**src/rtl/theremin_pkg.sv**
```systemverilog
// Shared types and constants for the theremin ranging path.
// The counter width helper sizes a counter that runs 0 .. n_states-1.
package theremin_pkg;

   typedef enum logic [2:0] {
      IDLE,
      TRIG,
      WAIT_RISE,
      MEASURE,
      DONE
   } ranger_state_e;

   localparam int unsigned NUM_W = 7;
   localparam logic [NUM_W-1:0] NUM_MAX = 7'd127;

   function automatic int cnt_w(input int unsigned n_states);
      return (n_states < 2) ? 1 : $clog2(n_states);
   endfunction

endpackage

```
**src/rtl/echo_sync.sv**
```systemverilog
// Two-flop synchronizer for an asynchronous sensor level, followed by a
// registered edge detector. echo_s is the conditioned level aligned with rise/fall.
module echo_sync (
   input  logic clk,
   input  logic rst,
   input  logic din,
   output logic echo_s,
   output logic rise,
   output logic fall
);

   logic sync1;
   logic sync2;

   always_ff @(posedge clk) begin
      if (rst) begin
         sync1  <= 1'b0;
         sync2  <= 1'b0;
         echo_s <= 1'b0;
         rise   <= 1'b0;
         fall   <= 1'b0;
      end else begin
         sync1  <= din;
         sync2  <= sync1;
         echo_s <= sync2;
         rise   <= sync2 & ~echo_s;
         fall   <= ~sync2 & echo_s;
      end
   end

endmodule

```
**src/rtl/hcsr04_ranger.sv**
```systemverilog
// HC-SR04 ranging front end: periodic trigger, echo width timing and
// conversion to a saturated 7-bit distance in cm for the tone divider.
//
//   state     | meaning
//   ----------+-----------------------------------------------------------
//   IDLE      | trig low, waiting for the period counter (or first trigger)
//   TRIG      | trig high for TRIG_CYC cycles, measurement counters cleared
//   WAIT_RISE | waiting for an echo rising edge, timeout counter running
//   MEASURE   | echo high, sub-counter ticks cm counter, timeout running
//   DONE      | one cycle with valid high, then back to IDLE
module hcsr04_ranger import theremin_pkg::*; #(
   parameter int unsigned CLK_HZ     = 50_000_000,
   parameter int unsigned TRIG_US    = 10,
   parameter int unsigned PERIOD_MS  = 60,
   parameter int unsigned TIMEOUT_US = 25_000,
   parameter int unsigned US_PER_CM  = 58
) (
   input  logic             clk,
   input  logic             rst,
   input  logic             echo,
   output logic             trig,
   output logic [NUM_W-1:0] num,
   output logic             valid,
   output logic             timeout
);

   localparam int unsigned CYC_US     = CLK_HZ / 1_000_000;
   localparam int unsigned TRIG_CYC   = TRIG_US * CYC_US;
   localparam int unsigned PERIOD_CYC = PERIOD_MS * 1000 * CYC_US;
   localparam int unsigned TO_CYC     = TIMEOUT_US * CYC_US;
   localparam int unsigned CM_CYC     = US_PER_CM * CYC_US;

   localparam int PC_W  = cnt_w(PERIOD_CYC);
   localparam int TO_W  = cnt_w(TO_CYC);
   localparam int SUB_W = cnt_w(CM_CYC);

   localparam logic [PC_W-1:0]  PC_LAST   = PC_W'(PERIOD_CYC - 1);
   localparam logic [PC_W-1:0]  TRIG_LAST = PC_W'(TRIG_CYC - 1);
   localparam logic [TO_W-1:0]  TO_LAST   = TO_W'(TO_CYC - 1);
   localparam logic [SUB_W-1:0] SUB_LAST  = SUB_W'(CM_CYC - 1);

   ranger_state_e    state;
   logic             first_trig;
   logic [PC_W-1:0]  period_cnt;
   logic [TO_W-1:0]  to_cnt;
   logic [SUB_W-1:0] sub_cnt;
   logic [NUM_W-1:0] cm_cnt;

   logic             echo_s;
   logic             rise;
   logic             fall;

   echo_sync u_echo_sync (
      .clk    (clk),
      .rst    (rst),
      .din    (echo),
      .echo_s (echo_s),
      .rise   (rise),
      .fall   (fall)
   );

   logic             to_done;
   logic             sub_wrap;
   logic [NUM_W-1:0] cm_inc;
   logic [NUM_W-1:0] cm_fin;

   // cm_fin includes the tick of the cycle in which fall is seen.
   assign to_done  = (to_cnt == TO_LAST);
   assign sub_wrap = (sub_cnt == SUB_LAST);
   assign cm_inc   = (cm_cnt == NUM_MAX) ? cm_cnt : cm_cnt + 1'b1;
   assign cm_fin   = sub_wrap ? cm_inc : cm_cnt;

   always_ff @(posedge clk) begin
      if (rst) begin
         state      <= IDLE;
         first_trig <= 1'b1;
         trig       <= 1'b0;
         num        <= '0;
         valid      <= 1'b0;
         timeout    <= 1'b0;
         period_cnt <= '0;
         to_cnt     <= '0;
         sub_cnt    <= '0;
         cm_cnt     <= '0;
      end else begin
         valid      <= 1'b0;
         period_cnt <= (period_cnt == PC_LAST) ? '0 : period_cnt + 1'b1;
         case (state)
            IDLE: begin
               if (first_trig || period_cnt == PC_LAST) begin
                  state      <= TRIG;
                  trig       <= 1'b1;
                  first_trig <= 1'b0;
                  period_cnt <= '0;
               end
            end
            TRIG: begin
               to_cnt  <= '0;
               sub_cnt <= '0;
               cm_cnt  <= '0;
               if (period_cnt == TRIG_LAST) begin
                  trig  <= 1'b0;
                  state <= WAIT_RISE;
               end
            end
            WAIT_RISE: begin
               to_cnt <= to_cnt + 1'b1;
               if (to_done) begin
                  state   <= DONE;
                  num     <= NUM_MAX;
                  timeout <= 1'b1;
                  valid   <= 1'b1;
               end else if (rise && echo_s) begin
                  state <= MEASURE;
               end
            end
            MEASURE: begin
               if (!to_done) to_cnt <= to_cnt + 1'b1;
               sub_cnt <= sub_wrap ? '0 : sub_cnt + 1'b1;
               if (sub_wrap) cm_cnt <= cm_inc;
               if (fall) begin
                  state   <= DONE;
                  num     <= cm_fin;
                  timeout <= 1'b0;
                  valid   <= 1'b1;
               end else if (to_done) begin
                  state   <= DONE;
                  num     <= NUM_MAX;
                  timeout <= 1'b1;
                  valid   <= 1'b1;
               end
            end
            DONE: state <= IDLE;
            default: state <= IDLE;
         endcase
      end
   end

endmodule

```
**config.mk**
```make
export PLATFORM = sky130hd
export DESIGN_NAME = hcsr04_ranger
export DESIGN_NICKNAME = d
export VERILOG_FILES = /design/src/rtl/theremin_pkg.sv /design/src/rtl/echo_sync.sv /design/src/rtl/hcsr04_ranger.sv
export SDC_FILE = /design/constraint.sdc
export NUM_CORES = 1
export LEC_CHECK = 0
export ABC_AREA = 0
export CAP_MARGIN = 20
export CORE_AREA = 3 3 98 100
export DETAILED_ROUTE_END_ITERATION = 8
export DIE_AREA = 0 0 101 103
export PLACE_DENSITY = 0.69
export REMOVE_ABC_BUFFERS = 1
export SKIP_CTS_REPAIR_TIMING = 1
export SYNTH_ARGS = -nofsm -noshare
export SYNTH_HDL_FRONTEND = slang
export SYNTH_HIERARCHICAL = 1
export SYNTH_SLANG_ARGS = --single-unit
```
**constraint.sdc**
```tcl
create_clock -name clk -period 2.5 [get_ports clk]
set_input_delay 0.5 -clock clk [delete_from_list [all_inputs] [get_ports clk]]
set_output_delay 0.5 -clock clk [all_outputs]
set_load 0.02 [all_outputs]
```
==> results.py, run 1 <==
metrics = {
    "outcome": {
        "status": "finished, final reports clean",
    },
    "cts": {
        "htreeDepth": 3,
        "path_clk_slew_ns": 0.08,
        "cts_buffers": 9,
        "clock_path_buffers": 2,
        "tritoncts": "yes",
        "clock_insertion_delay_worst_skew_ns": 0.34,
        "cts.sinks": 81,
        "cts_root_buf": "clkbuf_8",
    },
    "logic_synthesis": {
        "synth_seq_cells": 81,
        "yosysUniqueCellTypes": 62,
        "synth_flop_cell": "dfxtp_1",
        "avgSynthCellArea_um2": 8.43,
        "synth_top_family_by_area": "simple AND/OR/NAND/NOR gates",
        "ys_seq_area_frac": 0.403,
        "async_flop_share": 0,
        "synth_compound_area_frac": 0.153,
        "synth-simple-area-share": 0.307,
        "yosys.area_share.xor_xnor": 0.0631,
        "yosys_warnings": 6,
        "synth_cells": 477,
        "mappedNetlistArea_um2": 4020,
        "synth_edf_count": 0,
        "synth_fa_ha_area_frac": 0.0156,
        "synth_mux_area_frac": 0.0128,
    },
    "route": {
        "avgViaCountPerCell": 5.76,
        "drt_pass1_iterations": 6,
        "m1WireLength_um": 4060,
        "wl_per_cell_um": 14.0,
        "route.detailed.drc": 0,
        "routed.top_layer": "met4",
        "dr_total_vias": 3441,
        "dr_wl_met3_um": 236,
        "wl_met2_um": 3930,
        "antenna_left": 0,
        "drtIter0Drc": 124,
        "drt-total-wl_um": 8330,
    },
    "final_layout": {
        "most-common-layout-cells": "81 x dfxtp_1, 56 x nor2_1, 33 x nand2_1",
        "final_nets": 492,
        "diodes": 0,
        "fill_cells": 824,
        "drive_above_1_share": 0.0736,
        "final_cells": 597,
        "final_util": 0.509,
        "final_common_cell": "dfxtp_1",
        "syn_to_final_growth_pct": 10.9,
    },
    "timing": {
        "max_clock_freq_mhz": 476,
        "fin_worst_skew_ns": 0.00521,
        "finalCritPeriodShare": 0.841,
        "rsz0062_at_grt": "no",
        "period_needed_ns": 2.10,
        "worst_slack_ns": 0.398,
        "slew_violations": 0,
        "slew_headroom": 0.440,
        "timing_hold_violations_final": 0,
        "finalSetupViolations": 0,
        "tns_ns": 0,
        "worst_slew_pin_slew_ns": 0.839,
    },
    "critical_path": {
        "criticalPathCategory": "reg -> reg",
        "r2r_cells": 4,
        "crit_family": "simple AND/OR/NAND/NOR gates",
        "cp.buffers_inverters": 0,
        "crit_arrival_ns": 2.37,
        "slowest_stage": "dfxtp_1",
        "worst_ep_required_time_ns": 2.77,
        "cp_max_fo": 30,
        "crit_cells": 4,
        "critPathLaunchType": "flop",
        "end_kind": "flop",
        "path_cells": "nor2_1 > or2_1 > nor4_1 > mux2i_1",
        "cp_slowest_stage_delay_ns": 0.58,
    },
    "placement": {
        "port_buffers": 12,
        "dp_hpwl_um": 5690,
        "gp_congestion": 0.944,
        "post-place-ws_ns": 0.452,
        "numPlacedInstances": 581,
    },
    "power_and_ir_drop": {
        "switching_share": 0.297,
        "intPower_mw": 2.12,
        "leakage_nw": 1.42,
        "power.share.clock": 0.354,
        "p_comb_frac": 0.182,
        "vdd_drop_max_uv": 309,
        "p_sw_mw": 0.896,
        "p_seq_frac": 0.463,
        "power.density_nw_per_um2": 677,
    },
    "floorplanning": {
        "die_w_um": 101,
        "num_rows": 34,
        "die_h_um": 103,
        "start_util": 0.459,
        "io_pins": 13,
        "die_area_um2": 10400,
        "core_area_um2": 8760,
    },
    "grt": {
        "grtUsageTotal": 0.167,
        "grt_overflow_total": 0,
        "grt_pass1_wl_um": 14300,
        "first_global_vias": 3103,
        "grt_max_degree": 47,
        "antenna_found_initial": 0,
    },
    "hold_path": {
        "whs_path_depth": 1,
        "hold_path_class": "reg -> reg",
    },
    "flow_run": {
        "maxCapViolCount": 0,
    },
}
[worst register-to-register path, delay by kind of cell (launching register included)]
family / cells / cell delay, ns
mux: 1 / 0.24
flops: 1 / 0.58
simple gates: 3 / 1.20
[layer usage]
layer | track usage | vias to the layer above
li1 | - | 1755
met1 | 0.221 | 1623
met2 | 0.268 | 54
met3 | 0.0379 | 9
met4 | 0.0634 | 0
met5 | 0 | -
[per-stage QoR]
stage	hold WS (ns)	total power, mW	cell area, um2
after floorplan	0.401	1.78	3900
after global placement	0.416	1.96	4230
after detailed placement	0.426	1.98	4230
after CTS	0.441	3.06	4460
after global routing	0.458	3.19	4460
final	0.441	3.02	4460
[sequential cells by signal, summed over array words and instances (netlist names)]
name,count
valid,1
sub_cnt,12
u_echo_sync/rise,1
u_echo_sync/echo_s,1
first_trig,1
u_echo_sync/sync2,1
num,7
cm_cnt,7
u_echo_sync/sync1,1
trig,1
u_echo_sync/fall,1
period_cnt,22
timeout,1
to_cnt,21
state,3
[path summary, 6_finish.rpt]
| kind | from | end | slack, ns |
|---|---|---|---|
| worst max register to register | state[1]$_SDFFE_PP0P_ | to_cnt[20]$_SDFFE_PP0P_ | 0.40 |
| worst min register to register | u_echo_sync/sync2$_SDFF_PP0_ | u_echo_sync/fall$_SDFF_PP0_ | 0.44 |
| worst min-delay path | u_echo_sync/sync2$_SDFF_PP0_ | u_echo_sync/fall$_SDFF_PP0_ | 0.44 |
| worst max-delay path | state[1]$_SDFFE_PP0P_ | to_cnt[20]$_SDFFE_PP0P_ | 0.40 |
[power groups by stage]
stage	combinational [mW]	clock [mW]	sequential (mW)
2_1_floorplan	0.363	0	1.42
3_3_place_gp	0.539	0	1.42
3_5_place_dp	0.554	0	1.43
4_1_cts	0.556	1.11	1.40
5_1_grt	0.621	1.16	1.41
6_report	0.550	1.07	1.40
[synthesized netlist by cell type (3+ instances only)]
library cell | count | area (um2)
nand2_1 | 33 | 124
dfxtp_1 | 81 | 1620
or3_1 | 6 | 37.5
o31ai_1 | 10 | 75.1
nor4_1 | 9 | 56.3
nor2b_1 | 6 | 37.5
ha_1 | 5 | 62.6
and3_1 | 11 | 68.8
nand2b_1 | 5 | 31.3
mux2i_1 | 4 | 40.0
a311oi_1 | 5 | 43.8
and4_1 | 6 | 52.6
buf_2 | 4 | 20.0
a31oi_1 | 5 | 31.3
or4_1 | 11 | 82.6
inv_1 | 16 | 60.1
clkbuf_1 | 15 | 56.3
nand3_1 | 27 | 135
a21oi_1 | 27 | 135
nor3b_1 | 6 | 45.0
nor4b_1 | 3 | 26.3
o21ai_0 | 16 | 80.1
a221oi_1 | 4 | 35.0
xnor2_1 | 23 | 201
nand4_1 | 13 | 81.3
xor2_1 | 6 | 52.6
nor3_1 | 16 | 80.1
buf_4 | 3 | 22.5
nor2_1 | 56 | 210
[logic make-up (layout without fill, tap and decap cells)]
| logic type | Yosys count | after routing |
|---|---|---|
| AOI/OAI and AO/OA | 91 | 91 |
| xor gates and xnor gates | 29 | 29 |
| adders and majority gates | 5 | 5 |
| buffers and inverters | 41 | 53 |
| DFF | 81 | 81 |
| muxes | 5 | 5 |
| and+or+nand+nor | 225 | 225 |
[final cells by class]
type,count,area [um2],share of cell area
clock buffers,11,151,0.0339
clock inverters,5,77.6,0.0174
inverters,16,60.1,0.0135
multi-input cells,355,2220,0.497
flip-flops and latches,81,1620,0.363
well taps,108,135,0.0303
repair buffers,21,200,0.0449
No activity file was read; power rests on OpenSTA's default activity.
==> inputs of run 2 (changes only) <==
==> constraint.sdc (replaced) <==
create_clock -name clk -period 2 [get_ports clk]
set_input_delay 0.4 -clock clk [delete_from_list [all_inputs] [get_ports clk]]
set_output_delay 0.4 -clock clk [all_outputs]
set_load 0.02 [all_outputs]
==> results.py, run 2 (synthesis results as in run 1) <==
metrics = {
    "floorplanning": {
        "die_h_um": 103,
        "die_area_um2": 10400,
        "core_area_um2": 8760,
        "die_w_um": 101,
        "start_util": 0.459,
        "io_pins": 13,
        "num_rows": 34,
    },
    "power_and_ir_drop": {
        "leakage_nw": 1.53,
        "vdd_drop_max_uv": 423,
        "power.density_nw_per_um2": 793,
    },
    "final_layout": {
        "regArea_um2": 1620,
        "diodes": 0,
        "drive_above_1_share": 0.131,
        "largestRegisters": "period_cnt: 22 flops, to_cnt: 21 flops, sub_cnt: 12 flops",
        "fill_cells": 818,
        "final_cells": 621,
        "final_nets": 516,
        "final_common_cell": "dfxtp_1",
        "multi_input_area_um2": 2250,
        "regMostFlops": "period_cnt",
        "syn_to_final_growth_pct": 15.8,
        "most-common-layout-cells": "79 x dfxtp_1, 55 x nor2_1, 33 x nand2_1",
        "largest_reg_flops": 22,
    },
    "placement": {
        "post-place-ws_ns": 0.0371,
        "dp_hpwl_um": 5950,
        "numPlacedInstances": 597,
        "gp_congestion": 0.858,
        "port_buffers": 12,
    },
    "route": {
        "antenna_left": 0,
        "drt-total-wl_um": 8760,
        "dr_total_vias": 3537,
        "drtIter0Drc": 143,
        "route.detailed.drc": 0,
        "avgViaCountPerCell": 5.70,
        "drt_pass1_iterations": 4,
        "wl_per_cell_um": 14.1,
    },
    "timing": {
        "slew_violations": 0,
        "slew_headroom": 0.733,
        "finalCritPeriodShare": 0.931,
        "rsz0062_at_grt": "no",
        "max_clock_freq_mhz": 537,
        "worst_slew_pin_slew_ns": 0.399,
        "fin_worst_skew_ns": 0.0133,
        "worst_slack_ns": 0.138,
        "period_needed_ns": 1.86,
        "finalSetupViolations": 0,
        "timing_hold_violations_final": 0,
    },
    "cts": {
        "clock_path_buffers": 2,
        "clock_insertion_delay_worst_skew_ns": 0.35,
        "cts.sinks": 81,
        "path_clk_slew_ns": 0.08,
        "cts_buffers": 9,
        "tritoncts": "yes",
        "cts_root_buf": "clkbuf_8",
        "htreeDepth": 3,
    },
    "critical_path": {
        "end_kind": "flop",
        "crit_family": "simple AND/OR/NAND/NOR gates",
        "worst_ep_required_time_ns": 2.29,
        "criticalPathCategory": "reg -> reg",
        "path_cells": "ha_1 > and3_4 > nand4_1 > nor3_2 > buf_12 > or4_1 > a21oi_1",
        "cp.buffers_inverters": 1,
        "crit_arrival_ns": 2.15,
        "slowest_stage": "or4_1",
        "cp_max_fo": 23,
        "cp_slowest_stage_delay_ns": 0.47,
        "critPathLaunchType": "flop",
    },
    "grt": {
        "grt_pass1_wl_um": 15000,
        "grtUsageTotal": 0.176,
        "grt_overflow_total": 0,
        "grt_max_degree": 40,
        "antenna_found_initial": 0,
        "first_global_vias": 3320,
    },
    "outcome": {
        "status": "finished, final reports clean",
    },
    "hold_path": {
        "hold_path_class": "reg -> reg",
    },
    "flow_run": {
        "maxCapViolCount": 0,
    },
}
==> run 2: changes by cell type in the layout (fill, tap and decap cells not counted), moves of 2 or more <==
cell,previous run,this run
dfxtp_1,81,79
buf_4,8,29
buf_12,1,3
and3_1,11,9
dfxtp_2,0,2
clkbuf_8,11,9
clkinv_2,2,4
==> run 2: cell type report <==
| class | instances | area share |
|---|---|---|
| multi-input combinational | 356 | 0.484 |
| sequential | 81 | 0.349 |
| timing repair buffer | 44 | 0.0854 |
| tap | 108 | 0.0290 |
| clock buffer | 10 | 0.0274 |
| inverter | 16 | 0.0129 |
| clock inverter | 6 | 0.0126 |
==> run 2: final timing paths <==
kind	startpoint	endpoint	slack (ns)	cells after the start
min reg2reg	u_echo_sync/sync2$_SDFF_PP0_	u_echo_sync/fall$_SDFF_PP0_	0.43	1
max	to_cnt[0]$_SDFFE_PP0P_	to_cnt[10]$_SDFFE_PP0P_	0.14	7
max reg2reg	to_cnt[0]$_SDFFE_PP0P_	to_cnt[10]$_SDFFE_PP0P_	0.14	7
min	u_echo_sync/sync2$_SDFF_PP0_	u_echo_sync/fall$_SDFF_PP0_	0.43	1
==> run 2: routing by layer <==
| metal | up-vias | wire length [um] | GRT usage |
|---|---|---|---|
| li1 | 1804 | - | - |
| met1 | 1666 | 4310 | 0.230 |
| met2 | 56 | 4030 | 0.294 |
| met3 | 11 | 335 | 0.0433 |
| met4 | 0 | 90 | 0.0450 |
| met5 | - | 0 | 0 |
==> run 2: power breakdown <==
part           switching (mW)  internal, mW
combinational           0.516         0.286
clock                   0.590         0.571
sequential             0.0601          1.67
==> run 2: metrics by stage <==
step                hold slack (ns)  setup TNS, ns  cell area [um2]  utilization  total power [mW]
finish                        0.427              0             4660        0.531              3.69
global route                  0.457              0             4660        0.531              3.89
CTS                           0.432              0             4560        0.521              3.73
detailed placement            0.420              0             4380        0.500              2.56
global placement              0.418              0             4380        0.500              2.54
floorplan                     0.401          -1.82             3900            -              2.23
